[config.mk]
export PLATFORM = sky130hd
export DESIGN_NAME = btn_sw_debouncer
export DESIGN_NICKNAME = d
export VERILOG_FILES = /design/src/rtl/btn_sw_debouncer.sv
export SDC_FILE = /design/constraint.sdc
export NUM_CORES = 1
export LEC_CHECK = 0
export BUFFER_PORTS_ARGS = -buffer_cell sky130_fd_sc_hd__buf_2
export CORE_MARGIN = 3
export CORE_UTILIZATION = 60
export DETAILED_ROUTE_END_ITERATION = 12
export PLACE_DENSITY = 0.77
export SYNTH_ARGS = -nofsm -noshare
export SYNTH_HDL_FRONTEND = slang
export SYNTH_SLANG_ARGS = --single-unit
[constraint.sdc]
create_clock -name clk -period 3.7 [get_ports clk]
set_input_delay 0.555 -clock clk [delete_from_list [all_inputs] [get_ports clk]]
set_output_delay 0.555 -clock clk [all_outputs]
set_load 0.01 [all_outputs]
[src/rtl/btn_sw_debouncer.sv]
// Two-stage synchroniser plus independent per-bit debounce filter for board switches and buttons.
// Define BTN_TOGGLE_EN to add the grp_off latched toggle mask driven by button presses.
module btn_sw_debouncer #(
    parameter int N_BTN      = 4,
    parameter int N_SW       = 16,
    parameter int DEB_CYCLES = 1000000
) (
    input  logic             clk,
    input  logic             rst_n,
    input  logic [N_SW-1:0]  sw_raw,
    input  logic [N_BTN-1:0] btn_raw,
    output logic [N_SW-1:0]  sw_db,
    output logic [N_BTN-1:0] btn_db,
    output logic [N_BTN-1:0] btn_press
`ifdef BTN_TOGGLE_EN
    ,
    output logic [N_BTN-1:0] grp_off
`endif
);

    localparam int CNT_W = $clog2(DEB_CYCLES + 1);
    localparam int N     = N_SW + N_BTN;

    logic [N-1:0] raw;
    logic [N-1:0] s1;
    logic [N-1:0] s2;
    logic [N-1:0] stable;
    logic [N-1:0] upd;

    assign raw = {btn_raw, sw_raw};

    always_ff @(posedge clk or negedge rst_n) begin
        if (!rst_n) begin
            s1 <= '0;
            s2 <= '0;
        end else begin
            s1 <= raw;
            s2 <= s1;
        end
    end

    for (genvar i = 0; i < N; i++) begin : g_filt
        logic [CNT_W-1:0] cnt_q;
        logic             stab_q;

        // upd fires on the DEB_CYCLES-th consecutive sample that differs from the output
        assign upd[i]    = (s2[i] != stab_q) && (cnt_q == CNT_W'(DEB_CYCLES - 1));
        assign stable[i] = stab_q;

        always_ff @(posedge clk or negedge rst_n) begin
            if (!rst_n) begin
                cnt_q  <= '0;
                stab_q <= 1'b0;
            end else if (s2[i] == stab_q) begin
                cnt_q <= '0;
            end else if (upd[i]) begin
                cnt_q  <= '0;
                stab_q <= s2[i];
            end else begin
                cnt_q <= cnt_q + 1'b1;
            end
        end
    end

    assign sw_db  = stable[N_SW-1:0];
    assign btn_db = stable[N-1:N_SW];

    // Press pulse registers on the same edge the debounced level first goes high.
    always_ff @(posedge clk or negedge rst_n) begin
        if (!rst_n) begin
            btn_press <= '0;
        end else begin
            btn_press <= upd[N-1:N_SW] & s2[N-1:N_SW];
        end
    end

`ifdef BTN_TOGGLE_EN
    always_ff @(posedge clk or negedge rst_n) begin
        if (!rst_n) begin
            grp_off <= '0;
        end else begin
            grp_off <= grp_off ^ btn_press;
        end
    end
`endif

endmodule

==> metrics, run 1 <==
status complete, but fails checks; violated checks negative hold slack; Slew Viols, Final 0; clk_lat worst skew 0.58 ns; Final ANT Viol Nets 0; Synth warnings 0; die height 199 µm; Final Setup Violations 0; Starting Density 0.617; Final #Nets 2312; dpl ws 1.44 ns; Peak Freq 0.440 GHz; total CTS buffers 48; type of the most critical hold path in2async; post-synthesis sequential area ratio 0.522; RR Endpoint g_filt[4].cnt_q[16]; post-DR vias/cell 5.87; vias after detailed routing 16.3k; ys flop type dfrtp_1; Layout Cells excl Fill 2771; I/O Pins 46; fill count 2820; synthesized flop and latch total 464; Setup TNS 0 ns; Leakage 10.1 nW; Layout Area Growth over Synthesis 10.8%; worst IR drop on VDD 0.369 mV; CP Capture Type register; routed wire length 40900 µm; DR iter-0 viols 836; share of layout cells above drive strength 1 0.0922; count of cell types in the netlist 47; total clock sinks 464; n_diodes 0; dpl hpwl 27200 µm; postcts setup bufs 0; CTS root buffer clkbuf_16; synth cell count leaders dfrtp_1, nor2_1, xnor2_1, nand3_1, xor2_1; Area contributors post-synth dfrtp_1, xnor2_1, nor2_1, xor2_1, nand4_1; synthesized instance count 2227; Post-CTS Resized 0; Routability Congestion 0.839; CTS tree built; TritonRoute pass-1 iters 5; Tot GR Track Use 0.215; leading area contributor after synthesis dfrtp_1; final design utilization 0.683; initial antenna violation count 0; area share of the largest cell type after synthesis 0.522; Tcrit/Tclk final 0.614; Clock transition at path regs 0.06 ns; synthesized net count 2269; MaxCap Viol Count 0; Post-synth EDFFs 0; Max-slew headroom 0.466; DIE WIDTH 199 µm; Slew @ Worst Pin 0.793 ns; Clock Skew 0.0197 ns; Hold Violations, Final 6; DRC violations left 0; Hold WS -0.0180 ns; r2r worst-path depth 5; critical path class reg2reg; total power divided by cell area 430 nW/µm²; H-tree lvl count 2; drt wl/cell 14.8 µm; Hold Buf Count CTS 0; RSZ-0062 raised after global routing false; Final WS setup 1.43 ns; total congestion overflow 0; Die ar. 39400 µm²; CP arrival 2.72 ns; vias in the first global route 16.1k; CP Launch Type register; number of placement rows 69; Period minus WS final 2.27 ns; top-count cell post-synth dfrtp_1; worst reg2reg startpoint g_filt[4].cnt_q[16]; Clock Tree Buf Depth 3; Post-synth ARST share 1.00; Req. time, crit path 4.15 ns; CORE AREA 36100 µm²; slowest CP cell or4b_2; crit path cell chain nand3_1 > or4b_2 > o31ai_2 > buf_4 > a21oi_1; first-pass GRT wire length 72800 µm; largest net degree at the start of global routing 95; CP max FO 12; placed cell count 2681; syn avg cell area 9.99 µm²; slowest stage delay, CP 0.68 ns; R2R setup slack 1.43 ns; mapped cell area 22300 µm²; PortBufs 45
layout by cell type, fill, tap and decap left out, types with 7 or more instances in the layout:
cell type,n
buf_4,24
clkbuf_16,50
or3_1,37
nor4bb_1,8
nor4b_1,14
o21ai_0,43
nor3_1,71
o31ai_1,28
clkbuf_1,9
and3_1,42
ha_1,20
or4_1,40
nand4_1,124
xnor2_1,156
bufinv_16,7
nand2_1,102
nand4b_1,8
mux2_2,19
inv_1,60
buf_2,44
dfrtp_1,464
and2_1,17
and4_1,40
nor2_1,347
xor2_1,138
o31ai_2,13
clkinv_2,10
a21oi_1,83
nor4_1,64
a31o_2,9
nand3_1,154
how the worst max path moves through the flow:
stage | startpoint | to | slack, ns | depth (start not counted)
floorplan | g_filt[12].cnt_q[12] | g_filt[12].stab_q | 1.65 | 4
global placement | g_filt[4].cnt_q[16] | g_filt[4].cnt_q[10] | 1.50 | 5
detailed placement | g_filt[4].cnt_q[16] | g_filt[4].cnt_q[18] | 1.44 | 5
CTS | g_filt[4].cnt_q[16] | g_filt[4].cnt_q[16] | 1.42 | 5
global route | g_filt[17].cnt_q[2] | g_filt[17].cnt_q[11] | 1.22 | 5
finish | g_filt[4].cnt_q[16] | g_filt[4].cnt_q[16] | 1.43 | 5
sequential cells by signal, indices dropped and copies added, names as in the netlist:
register,count
g_filt.stab_q,20
s1,20
s2,20
btn_press,4
g_filt.cnt_q,400
routing by layer:
layer  GRT usage  wire [µm]
met2       0.356      19700
met5           0          0
met1       0.297      19000
met4      0.0666        887
met3      0.0305       1310
kinds of logic after synthesis:
logic type	synth area share
adders and majority gates	0.0112
AOI/OAI and AO/OA	0.0508
DFF	0.522
buffers and inverters	0.0279
muxes	0.0128
and+or+nand+nor	0.260
xor gates and xnor gates	0.116
critical path, delay by kind of cell, from the launching register on:
kind            cells  cell delay (ns)
buf+inv             1             0.29
flops               1             0.40
compound gates      2             0.65
simple gates        2             0.81
report_power, final:
part	internal [mW]	total (mW)	leakage (nW)	switching [mW]
clock	3.04	5.06	0.811	2.02
sequential	5.15	5.23	6.34	0.0758
combinational	0.0972	0.328	2.95	0.231
total	8.29	10.6	10.1	2.32
area by class of cell:
| cell class | count | area [µm²] | share of cell area |
|---|---|---|---|
| Inverter | 60 | 225 | 0.00913 |
| Tap cell | 461 | 577 | 0.0234 |
| Clock buffer | 62 | 1330 | 0.0538 |
| Timing Repair Buffer | 72 | 475 | 0.0193 |
| Clock inverter | 28 | 357 | 0.0145 |
| Sequential cell | 464 | 11600 | 0.471 |
| Multi-Input combinational cell | 1624 | 10100 | 0.409 |
stage by stage:
step / instance area, µm² / total power, mW / hold WS [ns]
5_1_grt: 24700 / 11.0 / 0.0274
2_1_floorplan: 22300 / 5.46 / 0.259
4_1_cts: 24700 / 10.8 / 0.0138
6_report: 24700 / 10.6 / -0.0180
3_5_place_dp: 23000 / 5.65 / 0.335
3_3_place_gp: 23000 / 5.64 / 0.332
Note: power is estimated with default switching activity, not from simulation.
==> run 2, diff against run 1 <==
--- a/config.mk
+++ b/config.mk
@@ -5,9 +5,10 @@
 export SDC_FILE = /design/constraint.sdc
 export NUM_CORES = 1
 export LEC_CHECK = 0
+export ABC_AREA = 1
 export BUFFER_PORTS_ARGS = -buffer_cell sky130_fd_sc_hd__buf_2
 export CORE_MARGIN = 3
-export CORE_UTILIZATION = 60
+export CORE_UTILIZATION = 58
 export DETAILED_ROUTE_END_ITERATION = 12
 export PLACE_DENSITY = 0.77
 export SYNTH_ARGS = -nofsm -noshare
==> constraint.sdc (replaced) <==
create_clock -name clk -period 2 [get_ports clk]
set_input_delay 0.3 -clock clk [delete_from_list [all_inputs] [get_ports clk]]
set_output_delay 0.3 -clock clk [all_outputs]
set_load 0.01 [all_outputs]
==> metrics, run 2 <==
routed wire length 51800 µm; Clock Skew 0.0142 ns; DIE WIDTH 216 µm; Setup TNS 0 ns; Hold Violations, Final 0; total clock sinks 464; critical path class reg2reg; count of cell types in the netlist 33; post-synthesis sequential area ratio 0.452; drt wl/cell 12.6 µm; worst IR drop on VDD 0.663 mV; first-pass GRT wire length 92700 µm; Slew Viols, Final 0; total power divided by cell area 709 nW/µm²; vias after detailed routing 21.4k; Final ANT Viol Nets 0; share of layout cells above drive strength 1 0.106; Final #Nets 3527; Post-synth ARST share 1.00; Clock Tree Buf Depth 3; Period minus WS final 1.67 ns; CP arrival 2.14 ns; synthesized net count 3416; dpl hpwl 37300 µm; Tot GR Track Use 0.227; Slew @ Worst Pin 0.462 ns; total congestion overflow 0; CORE AREA 43400 µm²; Max-slew headroom 0.691; synthesized flop and latch total 464; slowest CP cell dfrtp_1; CP Capture Type register; synthesized instance count 3374; I/O Pins 46; mapped cell area 25700 µm²; crit-path most repeated cell nand2_1; n_diodes 0; Synth warnings 0; largest net degree at the start of global routing 54; top-count cell post-synth nor2_1; synth cell count leaders nor2_1, nand2_1, dfrtp_1, inv_1, nand3_1; Die ar. 46800 µm²; RSZ-0062 raised after global routing false; slowest stage delay, CP 0.38 ns; Peak Freq 0.599 GHz; CTS tree built; fill count 3560; max reg flops 400; vias in the first global route 20.8k; PortBufs 45; area share of the largest cell type after synthesis 0.452; Post-synth EDFFs 0; Layout Cells excl Fill 4110; Routability Congestion 0.933; syn avg cell area 7.61 µm²; Area contributors post-synth dfrtp_1, nor2_1, nand2_1, nand3_1, inv_1; Top reg by flops g_filt.cnt_q; Tcrit/Tclk final 0.835; initial antenna violation count 0; Final Setup Violations 0; commonest cells after routing, fill and taps aside nor2_1, nand2_1, dfrtp_1; dpl ws 0.318 ns; placed cell count 3996; status complete, no violations; crit path cell chain ha_1 > nand3_2 > nor2_4 > inv_2 > nor2_2 > nand2_1 > nand2_1 > nor2_1; H-tree lvl count 2; CTS root buffer clkbuf_16; Final WS setup 0.330 ns; Layout Area Growth over Synthesis 12.0%; Starting Density 0.592; Leakage 13.6 nW; Clock transition at path regs 0.06 ns; ys flop type dfrtp_1; postcts setup bufs 0; TritonRoute pass-1 iters 8; Post-CTS Resized 0; die height 216 µm; CP Launch Type register; total CTS buffers 51; CP max FO 11; DR iter-0 viols 1350; clk_lat worst skew 0.58 ns; commonest non-fill, non-tap cell in the layout nor2_1; number of placement rows 76; Req. time, crit path 2.47 ns; post-DR vias/cell 5.21; DRC violations left 0; MaxCap Viol Count 0; type of the most critical hold path in2async; leading area contributor after synthesis dfrtp_1
==> run 2: layer usage <==
metal,part of all wire,up-vias,GRT usage
met1,0.46,9960,0.306
met4,0.020,0,0.0668
met5,0,-,0
met3,0.047,96,0.0296
li1,-,10790,-
met2,0.48,550,0.387
==> run 2: final timing paths <==
path	from	to	slack [ns]	cells past startpoint
worst max-delay path	g_filt[17].cnt_q[1]	g_filt[17].cnt_q[18]	0.33	8
worst min-delay path	rst_n	g_filt[11].cnt_q[6]	0.22	2
worst max register to register	g_filt[17].cnt_q[1]	g_filt[17].cnt_q[18]	0.33	8
worst min register to register	s1[3]	s2[3]	0.35	0
max in group asynchronous	rst_n	s1[5]	1.01	4
min in group clk	s1[3]	s2[3]	0.35	0
==> run 2: logic make-up (layout without fill, tap and decap cells) <==
kind of cell,count (synthesis),after routing,synth area share
AOI/OAI and AO/OA,123,123,0.0277
buffers and inverters,485,636,0.0758
and+or+nand+nor,2094,2094,0.370
xor gates and xnor gates,188,188,0.0641
adders and majority gates,20,20,0.00975
DFF,464,464,0.452
==> run 2: power breakdown <==
part / internal (mW) / total (mW) / switching (mW) / leakage (nW)
Clock: 6.22 / 10.0 / 3.79 / 0.877
Sequential: 9.53 / 9.63 / 0.0985 / 6.34
Combinational: 0.259 / 0.738 / 0.479 / 6.35
==> run 2: worst max-delay path: cells and delay by family, from the launching register on <==
kind,cells,cell delay [ns]
simple gates,6,0.92
flops,1,0.38
fa+ha+maj,1,0.21
buf+inv,1,0.06
==> run 2: repair_timing <==
item | 4_1_cts | 5_1_grt
endpoints found under the setup margin | 0 | 0
endpoints found under the hold margin | 108 | 0
hold buffers | 21 | 0
==> run 2: final cells by class <==
cell class	count	area, µm²	area share
Multi-Input combinational cell	2425	12100	0.421
Sequential cell	464	11600	0.404
Inverter	443	1660	0.0578
Clock buffer	67	1440	0.0501
Timing Repair Buffer	100	813	0.0283
Tap cell	585	732	0.0255
Clock inverter	26	374	0.0130
==> run 2: through the flow <==
step	utilization	hold WS [ns]	power [mW]	cell area [µm²]
floorplan	-	0.00441	10.1	25700
global placement	0.616	0.245	10.5	26700
detailed placement	0.616	0.248	10.5	26700
CTS	0.663	0.221	20.7	28700
global route	0.663	0.253	21.2	28700
finish	0.663	0.219	20.4	28700
